## src/rtl/noc_struct_pkg.sv

```systemverilog
// rtl/noc_struct_pkg.sv - shared NoC widths, DRAM write header layout and write-engine states
//
// Purpose: common definitions for the circular-buffer read and write paths.
//   - NoC/MAC widths: one MAC beat is exactly one NoC flit.
//   - dram_hdr_t: DRAM request header, zero-extended into the low bits of a flit.
//   - wr_circ_buf_state_e: write-engine FSM encoding.
// Ports: none (package).
package noc_struct_pkg;

  localparam int NOC_DATA_WIDTH      = 512;
  localparam int MAC_INTERFACE_W     = NOC_DATA_WIDTH;
  localparam int MAC_INTERFACE_BYTES = MAC_INTERFACE_W / 8;
  localparam int MAC_BYTES_LOG2      = $clog2(MAC_INTERFACE_BYTES);
  localparam int MAC_PADBYTES_W      = MAC_BYTES_LOG2;
  localparam int FLOW_ID_W           = 4;
  localparam int MSG_DATA_SIZE_WIDTH = 16;
  localparam int DRAM_ADDR_W         = 40;
  localparam int NOC_COORD_W         = 8;
  localparam int NOC_FBITS_W         = 4;
  localparam int MSG_TYPE_W          = 8;
  localparam int NOC_FLIT_CNT_W      = 16;

  localparam logic [MSG_TYPE_W-1:0] MSG_DRAM_RD = 8'h12;
  localparam logic [MSG_TYPE_W-1:0] MSG_DRAM_WR = 8'h13;

  typedef struct packed {
    logic [MSG_TYPE_W-1:0]          msg_type;
    logic [NOC_COORD_W-1:0]         dst_x;
    logic [NOC_COORD_W-1:0]         dst_y;
    logic [NOC_COORD_W-1:0]         src_x;
    logic [NOC_COORD_W-1:0]         src_y;
    logic [NOC_FBITS_W-1:0]         fbits;
    logic [DRAM_ADDR_W-1:0]         addr;
    logic [MSG_DATA_SIZE_WIDTH-1:0] size;
    logic [NOC_FLIT_CNT_W-1:0]      flit_cnt;
  } dram_hdr_t;

  localparam int DRAM_HDR_W = $bits(dram_hdr_t);

  typedef enum logic [2:0] {
    ST_IDLE      = 3'd0,
    ST_HDR       = 3'd1,
    ST_DATA      = 3'd2,
    ST_WAIT_RESP = 3'd3,
    ST_DONE      = 3'd4
  } wr_circ_buf_state_e;

  // Header occupies the low bits of the flit; the rest is zero.
  function automatic logic [NOC_DATA_WIDTH-1:0] hdr_to_flit(input dram_hdr_t h);
    return {{(NOC_DATA_WIDTH - DRAM_HDR_W){1'b0}}, h};
  endfunction

endpackage

```

## src/rtl/wr_circ_buf_seg_calc.sv

```systemverilog
// rtl/wr_circ_buf_seg_calc.sv - split a circular-buffer write into segments and size the active one
//
// Purpose: purely combinational. seg0 runs from offset up to the end of the
//   buffer (or the whole write if it fits); seg1 is the remainder starting at
//   offset 0 of the same flow.
// Ports:
//   flowid, offset, size   latched request
//   seg_sel                0 = seg0 active, 1 = seg1 active
//   seg_addr               {flowid, seg offset} zero-extended
//   seg_size               bytes in the active segment
//   seg_flits              data flits in the active segment (rounded up)
//   seg1_pending           the request wraps, seg1 is non-empty
module wr_circ_buf_seg_calc
  import noc_struct_pkg::*;
#(
  parameter int PTR_W = 12
) (
  input  logic [FLOW_ID_W-1:0]           flowid,
  input  logic [PTR_W-1:0]               offset,
  input  logic [MSG_DATA_SIZE_WIDTH-1:0] size,
  input  logic                           seg_sel,
  output logic [DRAM_ADDR_W-1:0]         seg_addr,
  output logic [MSG_DATA_SIZE_WIDTH-1:0] seg_size,
  output logic [NOC_FLIT_CNT_W-1:0]      seg_flits,
  output logic                           seg1_pending
);

  // Common width wide enough for both the room-to-end and the request size.
  localparam int CW = ((PTR_W + 1) > MSG_DATA_SIZE_WIDTH) ? (PTR_W + 1) : MSG_DATA_SIZE_WIDTH;

  logic [PTR_W:0]   room;
  logic [CW-1:0]    room_x;
  logic [CW-1:0]    size_x;
  logic [CW-1:0]    seg0_x;
  logic [CW-1:0]    seg1_x;
  logic [CW-1:0]    act_x;
  logic [CW:0]      round_up;
  logic [PTR_W-1:0] seg_off;

  always_comb begin
    room         = {1'b1, {PTR_W{1'b0}}} - {1'b0, offset};
    room_x       = CW'(room);
    size_x       = CW'(size);
    seg0_x       = (size_x < room_x) ? size_x : room_x;
    seg1_x       = size_x - seg0_x;
    seg1_pending = (seg1_x != '0);
    act_x        = seg_sel ? seg1_x : seg0_x;
    seg_size     = MSG_DATA_SIZE_WIDTH'(act_x);
    round_up     = {1'b0, act_x} + (CW + 1)'(MAC_INTERFACE_BYTES - 1);
    seg_flits    = NOC_FLIT_CNT_W'(round_up >> MAC_BYTES_LOG2);
    seg_off      = seg_sel ? {PTR_W{1'b0}} : offset;
    seg_addr     = DRAM_ADDR_W'({flowid, seg_off});
  end

endmodule

```

## src/rtl/wr_circ_buf_engine.sv

```systemverilog
// rtl/wr_circ_buf_engine.sv - write a source data stream into a flow's circular DRAM buffer over NoC0
//
// Purpose: accepts (flowid, offset, size) plus a MAC-width data stream, emits a
//   DRAM write header and data flits per segment (two segments when the write
//   wraps past the end of the buffer), waits for each DRAM ack, then raises done.
// Configuration: define WR_CIRC_BUF_POSTED_EN for posted writes (no ack wait,
//   response flits are accepted and dropped).
// Ports:
//   clk, rst                       clock, asynchronous active-low reset
//   wr_buf_noc0_val/data, noc0_wr_buf_rdy      outgoing NoC0 flits
//   noc0_wr_buf_val/data, wr_buf_noc0_rdy      incoming DRAM write acks
//   src_wr_buf_req_*, wr_buf_src_req_rdy       write request
//   src_wr_buf_data*, wr_buf_src_data_rdy      source data beats (MSB-first bytes)
//   wr_buf_src_done_val, src_wr_buf_done_rdy   completion handshake
module wr_circ_buf_engine
  import noc_struct_pkg::*;
#(
  parameter int BUF_PTR_W  = -1,
  parameter int SRC_X      = 0,
  parameter int SRC_Y      = 0,
  parameter int DST_DRAM_X = 0,
  parameter int DST_DRAM_Y = 0,
  parameter int FBITS      = 0,
  localparam int PTR_W     = (BUF_PTR_W > 0) ? BUF_PTR_W : 1
) (
  input  logic                           clk,
  input  logic                           rst,

  output logic                           wr_buf_noc0_val,
  output logic [NOC_DATA_WIDTH-1:0]      wr_buf_noc0_data,
  input  logic                           noc0_wr_buf_rdy,

  input  logic                           noc0_wr_buf_val,
  input  logic [NOC_DATA_WIDTH-1:0]      noc0_wr_buf_data,
  output logic                           wr_buf_noc0_rdy,

  input  logic                           src_wr_buf_req_val,
  input  logic [FLOW_ID_W-1:0]           src_wr_buf_req_flowid,
  input  logic [PTR_W-1:0]               src_wr_buf_req_offset,
  input  logic [MSG_DATA_SIZE_WIDTH-1:0] src_wr_buf_req_size,
  output logic                           wr_buf_src_req_rdy,

  input  logic                           src_wr_buf_data_val,
  input  logic [MAC_INTERFACE_W-1:0]     src_wr_buf_data,
  input  logic                           src_wr_buf_data_last,
  input  logic [MAC_PADBYTES_W-1:0]      src_wr_buf_data_padbytes,
  output logic                           wr_buf_src_data_rdy,

  output logic                           wr_buf_src_done_val,
  input  logic                           src_wr_buf_done_rdy
);

  wr_circ_buf_state_e state_q, state_d;

  logic [FLOW_ID_W-1:0]           flowid_q, flowid_d;
  logic [PTR_W-1:0]               offset_q, offset_d;
  logic [MSG_DATA_SIZE_WIDTH-1:0] size_q, size_d;
  logic                           seg_sel_q, seg_sel_d;
  logic [NOC_FLIT_CNT_W-1:0]      cnt_q, cnt_d;
  logic                           proto_err_q, proto_err_d;
  logic                           req_rdy_q, req_rdy_d;
  logic                           resp_rdy_q, resp_rdy_d;
  logic                           done_val_q, done_val_d;

  logic [DRAM_ADDR_W-1:0]         seg_addr;
  logic [MSG_DATA_SIZE_WIDTH-1:0] seg_size;
  logic [NOC_FLIT_CNT_W-1:0]      seg_flits;
  logic                           seg1_pending;

  logic                           seg1_more;
  logic                           req_final_beat;
  logic                           data_xfer;
  logic [NOC_DATA_WIDTH-1:0]      keep_mask;
  dram_hdr_t                      hdr;
  logic                           noc_val;
  logic [NOC_DATA_WIDTH-1:0]      noc_data;
  logic                           src_data_rdy;
  logic                           resp_unused;

  // Response payload carries nothing the engine needs.
  assign resp_unused = ^{noc0_wr_buf_val, noc0_wr_buf_data};

  wr_circ_buf_seg_calc #(
    .PTR_W (PTR_W)
  ) u_seg_calc (
    .flowid       (flowid_q),
    .offset       (offset_q),
    .size         (size_q),
    .seg_sel      (seg_sel_q),
    .seg_addr     (seg_addr),
    .seg_size     (seg_size),
    .seg_flits    (seg_flits),
    .seg1_pending (seg1_pending)
  );

  always_comb begin
    state_d      = state_q;
    flowid_d     = flowid_q;
    offset_d     = offset_q;
    size_d       = size_q;
    seg_sel_d    = seg_sel_q;
    cnt_d        = cnt_q;
    proto_err_d  = proto_err_q;
    noc_val      = 1'b0;
    noc_data     = '0;
    src_data_rdy = 1'b0;

    seg1_more      = !seg_sel_q && seg1_pending;
    req_final_beat = (cnt_q == NOC_FLIT_CNT_W'(1)) && !seg1_more;
    data_xfer      = src_wr_buf_data_val && noc0_wr_buf_rdy;
    // Trailing pad bytes sit in the low end of the final beat.
    keep_mask      = req_final_beat ?
                     ({NOC_DATA_WIDTH{1'b1}} << {src_wr_buf_data_padbytes, 3'b000}) :
                     {NOC_DATA_WIDTH{1'b1}};

    hdr.msg_type = MSG_DRAM_WR;
    hdr.dst_x    = NOC_COORD_W'(DST_DRAM_X);
    hdr.dst_y    = NOC_COORD_W'(DST_DRAM_Y);
    hdr.src_x    = NOC_COORD_W'(SRC_X);
    hdr.src_y    = NOC_COORD_W'(SRC_Y);
    hdr.fbits    = NOC_FBITS_W'(FBITS);
    hdr.addr     = seg_addr;
    hdr.size     = seg_size;
    hdr.flit_cnt = seg_flits;

    case (state_q)
      ST_IDLE: begin
        if (req_rdy_q && src_wr_buf_req_val) begin
          flowid_d  = src_wr_buf_req_flowid;
          offset_d  = src_wr_buf_req_offset;
          size_d    = src_wr_buf_req_size;
          seg_sel_d = 1'b0;
          state_d   = ST_HDR;
        end
      end
      ST_HDR: begin
        noc_val  = 1'b1;
        noc_data = hdr_to_flit(hdr);
        if (noc0_wr_buf_rdy) begin
          cnt_d   = seg_flits;
          state_d = ST_DATA;
        end
      end
      ST_DATA: begin
        noc_val      = src_wr_buf_data_val;
        noc_data     = src_wr_buf_data & keep_mask;
        src_data_rdy = noc0_wr_buf_rdy;
        if (data_xfer) begin
          cnt_d = cnt_q - NOC_FLIT_CNT_W'(1);
          // Source framing must agree with the size; the count still rules.
          if (src_wr_buf_data_last != req_final_beat) begin
            proto_err_d = 1'b1;
          end
          if (cnt_q == NOC_FLIT_CNT_W'(1)) begin
`ifdef WR_CIRC_BUF_POSTED_EN
            if (seg1_more) begin
              seg_sel_d = 1'b1;
              state_d   = ST_HDR;
            end else begin
              state_d   = ST_DONE;
            end
`else
            state_d = ST_WAIT_RESP;
`endif
          end
        end
      end
`ifndef WR_CIRC_BUF_POSTED_EN
      ST_WAIT_RESP: begin
        if (resp_rdy_q && noc0_wr_buf_val) begin
          if (seg1_more) begin
            seg_sel_d = 1'b1;
            state_d   = ST_HDR;
          end else begin
            state_d   = ST_DONE;
          end
        end
      end
`endif
      ST_DONE: begin
        if (src_wr_buf_done_rdy) begin
          state_d = ST_IDLE;
        end
      end
      default: begin
        state_d = ST_IDLE;
      end
    endcase

    req_rdy_d  = (state_d == ST_IDLE);
    done_val_d = (state_d == ST_DONE);
`ifdef WR_CIRC_BUF_POSTED_EN
    resp_rdy_d = 1'b1;
`else
    resp_rdy_d = (state_d == ST_WAIT_RESP);
`endif
  end

  always_ff @(posedge clk or negedge rst) begin
    if (!rst) begin
      state_q     <= ST_IDLE;
      flowid_q    <= '0;
      offset_q    <= '0;
      size_q      <= '0;
      seg_sel_q   <= 1'b0;
      cnt_q       <= '0;
      proto_err_q <= 1'b0;
      req_rdy_q   <= 1'b0;
      resp_rdy_q  <= 1'b0;
      done_val_q  <= 1'b0;
    end else begin
      state_q     <= state_d;
      flowid_q    <= flowid_d;
      offset_q    <= offset_d;
      size_q      <= size_d;
      seg_sel_q   <= seg_sel_d;
      cnt_q       <= cnt_d;
      proto_err_q <= proto_err_d;
      req_rdy_q   <= req_rdy_d;
      resp_rdy_q  <= resp_rdy_d;
      done_val_q  <= done_val_d;
    end
  end

  a_src_framing : assert property (@(posedge clk) disable iff (!rst)
    !(proto_err_d && !proto_err_q));

  assign wr_buf_noc0_val     = noc_val;
  assign wr_buf_noc0_data    = noc_data;
  assign wr_buf_src_data_rdy = src_data_rdy;
  assign wr_buf_src_req_rdy  = req_rdy_q;
  assign wr_buf_noc0_rdy     = resp_rdy_q;
  assign wr_buf_src_done_val = done_val_q;

endmodule

```

## config.mk

```make
export PLATFORM = sky130hd
export DESIGN_NAME = wr_circ_buf_engine
export DESIGN_NICKNAME = d
export VERILOG_FILES = /design/src/rtl/noc_struct_pkg.sv /design/src/rtl/wr_circ_buf_seg_calc.sv /design/src/rtl/wr_circ_buf_engine.sv
export SDC_FILE = /design/constraint.sdc
export NUM_CORES = 1
export LEC_CHECK = 0
export BUFFER_PORTS_ARGS = -buffer_cell sky130_fd_sc_hd__buf_4
export CAP_MARGIN = 20
export CORE_AREA = 10 10 613 615
export CTS_CLUSTER_SIZE = 16
export DETAILED_ROUTE_END_ITERATION = 12
export DIE_AREA = 0 0 623 625
export PLACE_DENSITY = 0.3
export SYNTH_ARGS = -nofsm -noshare
export SYNTH_HDL_FRONTEND = slang
export SYNTH_HIERARCHICAL = 1
export SYNTH_SLANG_ARGS = --single-unit
```

## constraint.sdc

```tcl
create_clock -name clk -period 5.1 [get_ports clk]
set_input_delay 1.275 -clock clk [delete_from_list [all_inputs] [get_ports clk]]
set_output_delay 1.275 -clock clk [all_outputs]
set_load 0.1 [all_outputs]
```

==> Word-level counts from Yosys, hierarchy flattened <==
Cells that the tools add are included.
{ "totals": {"regBits": 44, "latch_bits": 0, "ramBits": 0, "rom_bits": 0, "output_inout_bits": 517, "elab_cells": 65, "memories": 0} }
{ "op_classes": {"n_addsub": 4, "n_mul": 0, "n_div": 0, "magnitude_cmp": 1, "n_eq_ne": 12, "shift": 1, "muxes": 22, "bitwise": 1, "reduce_logical": 15} }
{ "ops": {"columns": ["cell", "count"], "rows": [
  ["case mux 512 bit (2 select lines)", 1],
  ["bitwise AND 512 bit", 1],
  ["two-way mux 512 bit", 1],
  ["<< shifter 512 x 9 -> 512 bit, first input constant", 1],
  ["two-way mux 16 bit", 4],
  ["case mux 16 bit (2 select lines)", 1],
  ["two-way mux 3 bit", 7],
  ["adder 16 x 6 -> 17 bit, second input constant", 1],
  ["== test 16 x 1 -> 1 bit, second input constant", 1],
  ["< comparator 16 x 2 -> 1 bit", 1],
  ["nonzero test 16 bit", 1],
  ["subtractor 16 x 1 -> 16 bit, second input constant", 1],
  ["subtractor 16 bit", 1],
  ["case mux 3 bit (5 select lines)", 1],
  ["inequality test 2 bit, second input constant", 5],
  ["== test 3 x 2 -> 1 bit, second input constant", 3],
  ["== test 3 bit, second input constant", 2],
  ["zero test 3 bit", 2],
  ["logical AND 1 bit", 5],
  ["two-way mux 1 bit", 5],
  ["case mux 1 bit (2 select lines)", 2],
  ["AND reduction 4 bit", 1],
  ["nonzero test 2 bit", 2],
  ["== test 3 x 1 -> 1 bit, second input constant", 1],
  ["4 further kinds", 5]
]} }

==> Logic depth before layout (Yosys ltp) <==
{ "logic_depth": {"depth_word": 11, "mapped_depth": 20, "ltp_nobuf": 19} }

==> By module <==
The synthesis kept the hierarchy.
{ "modules_own_cells": {"columns": ["module", "n_inst", "cells_each", "area_per_inst_um2"], "rows": [
  ["wr_circ_buf_engine", 1, 1077, 6988.0],
  ["wr_circ_buf_seg_calc", 1, 174, 1169.9]
]} }

==> Least setup slack after synthesis <==
Ideal clock, no wire load.
{ "synth_timing": {"path_type": "reg2out", "from": "register size_q[7]", "to": "output port wr_buf_noc0_data[385]", "t_arrival_ns": 5.064, "t_required_ns": 3.825, "slack_ns": -1.239, "stages_incl_launch_ff": 19, "path_buffers": 1, "cell_sequence": "dfrtp_1 > nor4_4 > and4_1 > nand2_2 > o21ai_0 > ha_1 > inv_1 > fa_1 > nor3_4 > a21oi_1 > nand2b_1 > nand4_1 > nor3_1 > nand2_1 > nand2b_1 > nand3_1 > clkbuf_1 > nor3_2 > nor2_1"} }
{ "synth_via": {"elab_chain_cells": 10} }
{ "synth_lines": {"columns": ["item", "line", "source"], "rows": [
  ["from (decl)", "wr_circ_buf_engine.sv:57", "logic [MSG_DATA_SIZE_WIDTH-1:0] size_q, size_d;"],
  ["from (signal assigned)", "wr_circ_buf_engine.sv:215", "size_q <= size_d;"],
  ["< comparator 16 x 2 -> 1 bit", "wr_circ_buf_seg_calc.sv:44", "seg0_x = (size_x < room_x) ? size_x : room_x;"],
  ["two-way mux 16 bit", "wr_circ_buf_seg_calc.sv:44", null],
  ["subtractor 16 bit (*)", "wr_circ_buf_seg_calc.sv:45", "seg1_x = size_x - seg0_x;"],
  ["nonzero test 16 bit (*)", "wr_circ_buf_seg_calc.sv:46", "seg1_pending = (seg1_x != '0);"],
  ["named net seg1_pending", "wr_circ_buf_engine.sv:68", "logic seg1_pending;"],
  ["logical AND 1 bit (*)", "wr_circ_buf_engine.sv:108", "seg1_more = !seg_sel_q && seg1_pending;"],
  ["zero test 1 bit (*)", "wr_circ_buf_engine.sv:109", "req_final_beat = (cnt_q == NOC_FLIT_CNT_W'(1)) && !seg1_more;"],
  ["logical AND 1 bit (*)", "wr_circ_buf_engine.sv:109", null],
  ["two-way mux 512 bit (*)", "wr_circ_buf_engine.sv:112", "keep_mask = req_final_beat ?"],
  ["bitwise AND 512 bit (*)", "wr_circ_buf_engine.sv:146", "noc_data = src_wr_buf_data & keep_mask;"],
  ["case mux 512 bit (2 select lines) (*)", "wr_circ_buf_engine.sv:126", "case (state_q)"],
  ["to (decl)", "wr_circ_buf_engine.sv:30", "output logic [NOC_DATA_WIDTH-1:0] wr_buf_noc0_data,"]
]} }
The timed path passes the listed nets; every way through them passes the cells marked *.

==> Worst setup path in the final report <==
{ "layout_timing": {"from": "register size_q[7]", "to": "output port wr_buf_noc0_data[236]"} }
Same word-level chain as after synthesis.

==> impl_metrics.tcl <==
set metrics [dict create \
    drtIter0Drc 919 \
    relSlewSlack_pct 31.15 \
    rsz0062_at_grt "true" \
    p_leak_uw 0.01272 \
    h-tree-depth 2 \
    fp.dieArea_um2 389400 \
    dpl.cell_count 7202 \
    grt_first_pass_wirelength_mm 244.4 \
    worst_pin_slew_ps 1023 \
    netlist_area_um2 8158 \
    cp-end-kind "output pin" \
    ys_types 73 \
    ys_ff_latch 44 \
    gp_congestion 0.9599 \
    cp.required_ps 3830 \
    grt_antenna_before_repair 176 \
    fmax_mhz 171.4 \
    skew_ps 6.186 \
    ys_warn_count 6 \
    ios 1576 \
    grt_usage_pct 10.06 \
    detail_route.wl_per_cell_um 28.70 \
    port_buffers 1062 \
    finalHoldViolations 0 \
    finalSetupViolCount 504 \
    insertion_delay_ps 300 \
    cts_hold_buf 0 \
    overflow 0 \
    maxCapViolCount 0 \
    crit_fanout 9 \
    r2r_slack_ps 810 \
    min_path_type "reg2reg" \
    dieHeight_um 625 \
    drc 0 \
    crit_type "reg2out" \
    grt_max_degree 123 \
    fillers 42170 \
    total_power_uw 26410 \
    cts_tree "done" \
    root_buffer "clkbuf_16" \
    via_per_inst 2.172 \
    first_pass_iters 5 \
    fin_ws_ps -733.1 \
    syn-instance-count 1251 \
    rows 222 \
    start_util_pct 2.242 \
    ir_drop_uv 451.7 \
    cts_buffer_depth 2 \
    syn_to_final_growth_pct 309.0 \
    drive_above_1_share_pct 78.44 \
    nets 3513 \
    violations "negative setup slack" \
    fin_cells 7285 \
    cts-buffers-inserted 5 \
    vias 15820 \
    coreArea_um2 363900 \
    postSynthAreaPerCell_um2 6.521 \
    fin_crit_ps 5833 \
    dp_hpwl_mm 194.9 \
    ant_nets 0 \
    die-width_um 623 \
    status "finished, violations left" \
    synthArstFlopShare_pct 100.0 \
    clk_pin_slew_worst_paths_ps 60 \
    grt_pass1_vias 15890 \
    synth_edf_count 0 \
    ys_seq_area_share_pct 13.50 \
    wirelength_mm 209.1 \
    cp.arrival_ps 4560 \
    start_kind "register" \
    fin_crit_sh_pct 114.4 \
    p_per_area_nw_per_um2 791.5 \
    cts_sinks 44 \
    maxSlewViolCount 0 \
    ys.flop_type "dfrtp_1" \
]
[power breakdown]
| part | total (µW) | switching [µW] | internal (µW) |
|---|---|---|---|
| logic | 25300 | 17100 | 8220 |
| registers | 698 | 192 | 506 |
| clock network | 385 | 154 | 231 |
[cells in the final DEF (no fill, tap or decap), types with 5 or more instances in the layout]
master / Yosys / layout
nand4_1: 17 / 17
xor2_1: 10 / 7
buf_8: 0 / 38
nand3_4: 0 / 5
nor4_1: 11 / 6
buf_12: 0 / 423
o211ai_1: 7 / 7
and2_4: 0 / 40
nor2b_1: 6 / 6
buf_6: 0 / 118
a21oi_1: 18 / 16
mux2_2: 22 / 22
or4_1: 10 / 5
o21ai_0: 27 / 23
a31oi_4: 2 / 11
clkbuf_16: 0 / 13
or4_4: 0 / 5
nor3_1: 15 / 13
nor2_4: 0 / 135
o22ai_1: 5 / 5
inv_1: 20 / 19
nor2_2: 0 / 10
a2bb2oi_1: 6 / 6
dfrtp_1: 44 / 44
nor4_2: 5 / 5
conb_1: 1 / 40
buf_4: 47 / 701
and3_4: 0 / 245
nand2b_1: 8 / 6
nor4_4: 3 / 8
xnor2_1: 8 / 6
nor2_1: 184 / 39
nand3_1: 26 / 18
nand2_1: 189 / 188
diode_2: 0 / 20
and2_1: 52 / 12
a22o_4: 0 / 72
nor3_4: 1 / 12
[area by class of cell]
cell class,instances,area (µm²),area share (%)
clock inverter,2,35.03,0.1050
timing repair buffer,1291,15910,47.69
sequential,44,1101,3.300
tap,4816,6026,18.06
clock buffer,6,128.9,0.3863
inverter,21,78.83,0.2363
antenna,20,50.05,0.1500
multi-input combinational,1085,10030,30.07
[cell families (layout without fill, tap and decap cells)]
| family | Yosys count | count (layout) | share of synthesized area (%) |
|---|---|---|---|
| AO/OA/AOI/OAI | 182 | 182 | 17.24 |
| XOR/XNOR | 18 | 18 | 1.933 |
| adder cells (fa/ha/maj) | 6 | 6 | 1.012 |
| buffers and inverters | 161 | 1320 | 9.739 |
| flip-flops | 44 | 44 | 13.50 |
| multiplexers | 25 | 25 | 3.558 |
| other | 1 | 60 | 0.04597 |
| AND/OR/NAND/NOR | 814 | 814 | 52.98 |
[path summary, 6_finish.rpt]
| path | startpoint | endpoint | cells past startpoint |
|---|---|---|---|
| max in group asynchronous | rst | size_q[4] | 1 |
| max reg2reg | size_q[7] | cnt_q[3] | 22 |
| min | flowid_q[0] | flowid_q[0] | 1 |
| max | size_q[7] | wr_buf_noc0_data[236] | 20 |
| min reg2reg | flowid_q[0] | flowid_q[0] | 1 |
| min in group asynchronous | rst | cnt_q[6] | 1 |
[worst max-delay path, stage by stage, from the launching register on]
cell	delay, ps
dfrtp_1	410
nor4_4	340
and4_4	290
nand2_4	60
o21ai_2	170
ha_2	210
inv_2	40
fa_2	370
nor3_4	160
nand3_2	130
nand2b_4	90
nand4_1	110
nor3_2	160
nand2_2	130
nand2b_4	150
nand3_2	100
buf_12	190
or4_4	530
buf_8	160
and3_2	230
buf_12	160
[sequential cells by signal, summed over array words and instances (netlist names)]
register             cells
size_q                  16
wr_buf_noc0_rdy          1
offset_q                 1
seg_sel_q                1
wr_buf_src_done_val      1
wr_buf_src_req_rdy       1
flowid_q                 4
cnt_q                   16
state_q                  3
[routing by layer]
metal	vias up	routed length (µm)	share of wire (%)	GRT usage, %
met2	1069	97680	47	16.81
met3	320	24870	12	5.082
met4	42	5596	2.7	1.914
met1	7586	80580	39	11.60
li1	6805	-	-	-
met5	-	353	0.17	0
[per-stage QoR]
step / worst slack, ps / cell area, µm² / utilization (%) / setup TNS (ps) / hold slack (ps)
2_1_floorplan: -628.0 / 11430 / - / -103600 / 478.8
3_3_place_gp: -1020 / 27520 / 7.562 / -384230 / 523.7
3_5_place_dp: -1039 / 27520 / 7.562 / -394580 / 520.1
4_1_cts: -755.7 / 29030 / 7.978 / -320260 / 540.6
5_1_grt: -983.2 / 33350 / 9.164 / -403990 / 549.5
6_report: -733.1 / 33360 / 9.169 / -286240 / 535.5
[Yosys cell counts (10+ instances only)]
cell / number / area [µm²]
and3_1: 248 / 1551
nand2_1: 189 / 709.4
nor2_1: 184 / 690.7
clkbuf_1: 76 / 285.3
a22o_1: 73 / 639.4
and2_1: 52 / 325.3
buf_4: 47 / 352.8
dfrtp_1: 44 / 1101
o21ai_0: 27 / 135.1
nand3_1: 26 / 130.1
mux2_2: 22 / 247.7
inv_1: 20 / 75.07
a21oi_1: 18 / 90.09
nand4_1: 17 / 106.4
nor3_1: 15 / 75.07
a31oi_1: 13 / 81.33
nor3_2: 12 / 120.1
buf_2: 11 / 55.05
nor4_1: 11 / 68.82
or4_1: 10 / 75.07
xor2_1: 10 / 87.58
[what timing repair did]
item	4_1_cts	5_1_grt
resized for setup	280	936
gates cloned	4	4
pin swaps	13	81
buffers inserted	14	40
setup endpoints to repair	504	504
(Power assumes the default switching activity.)
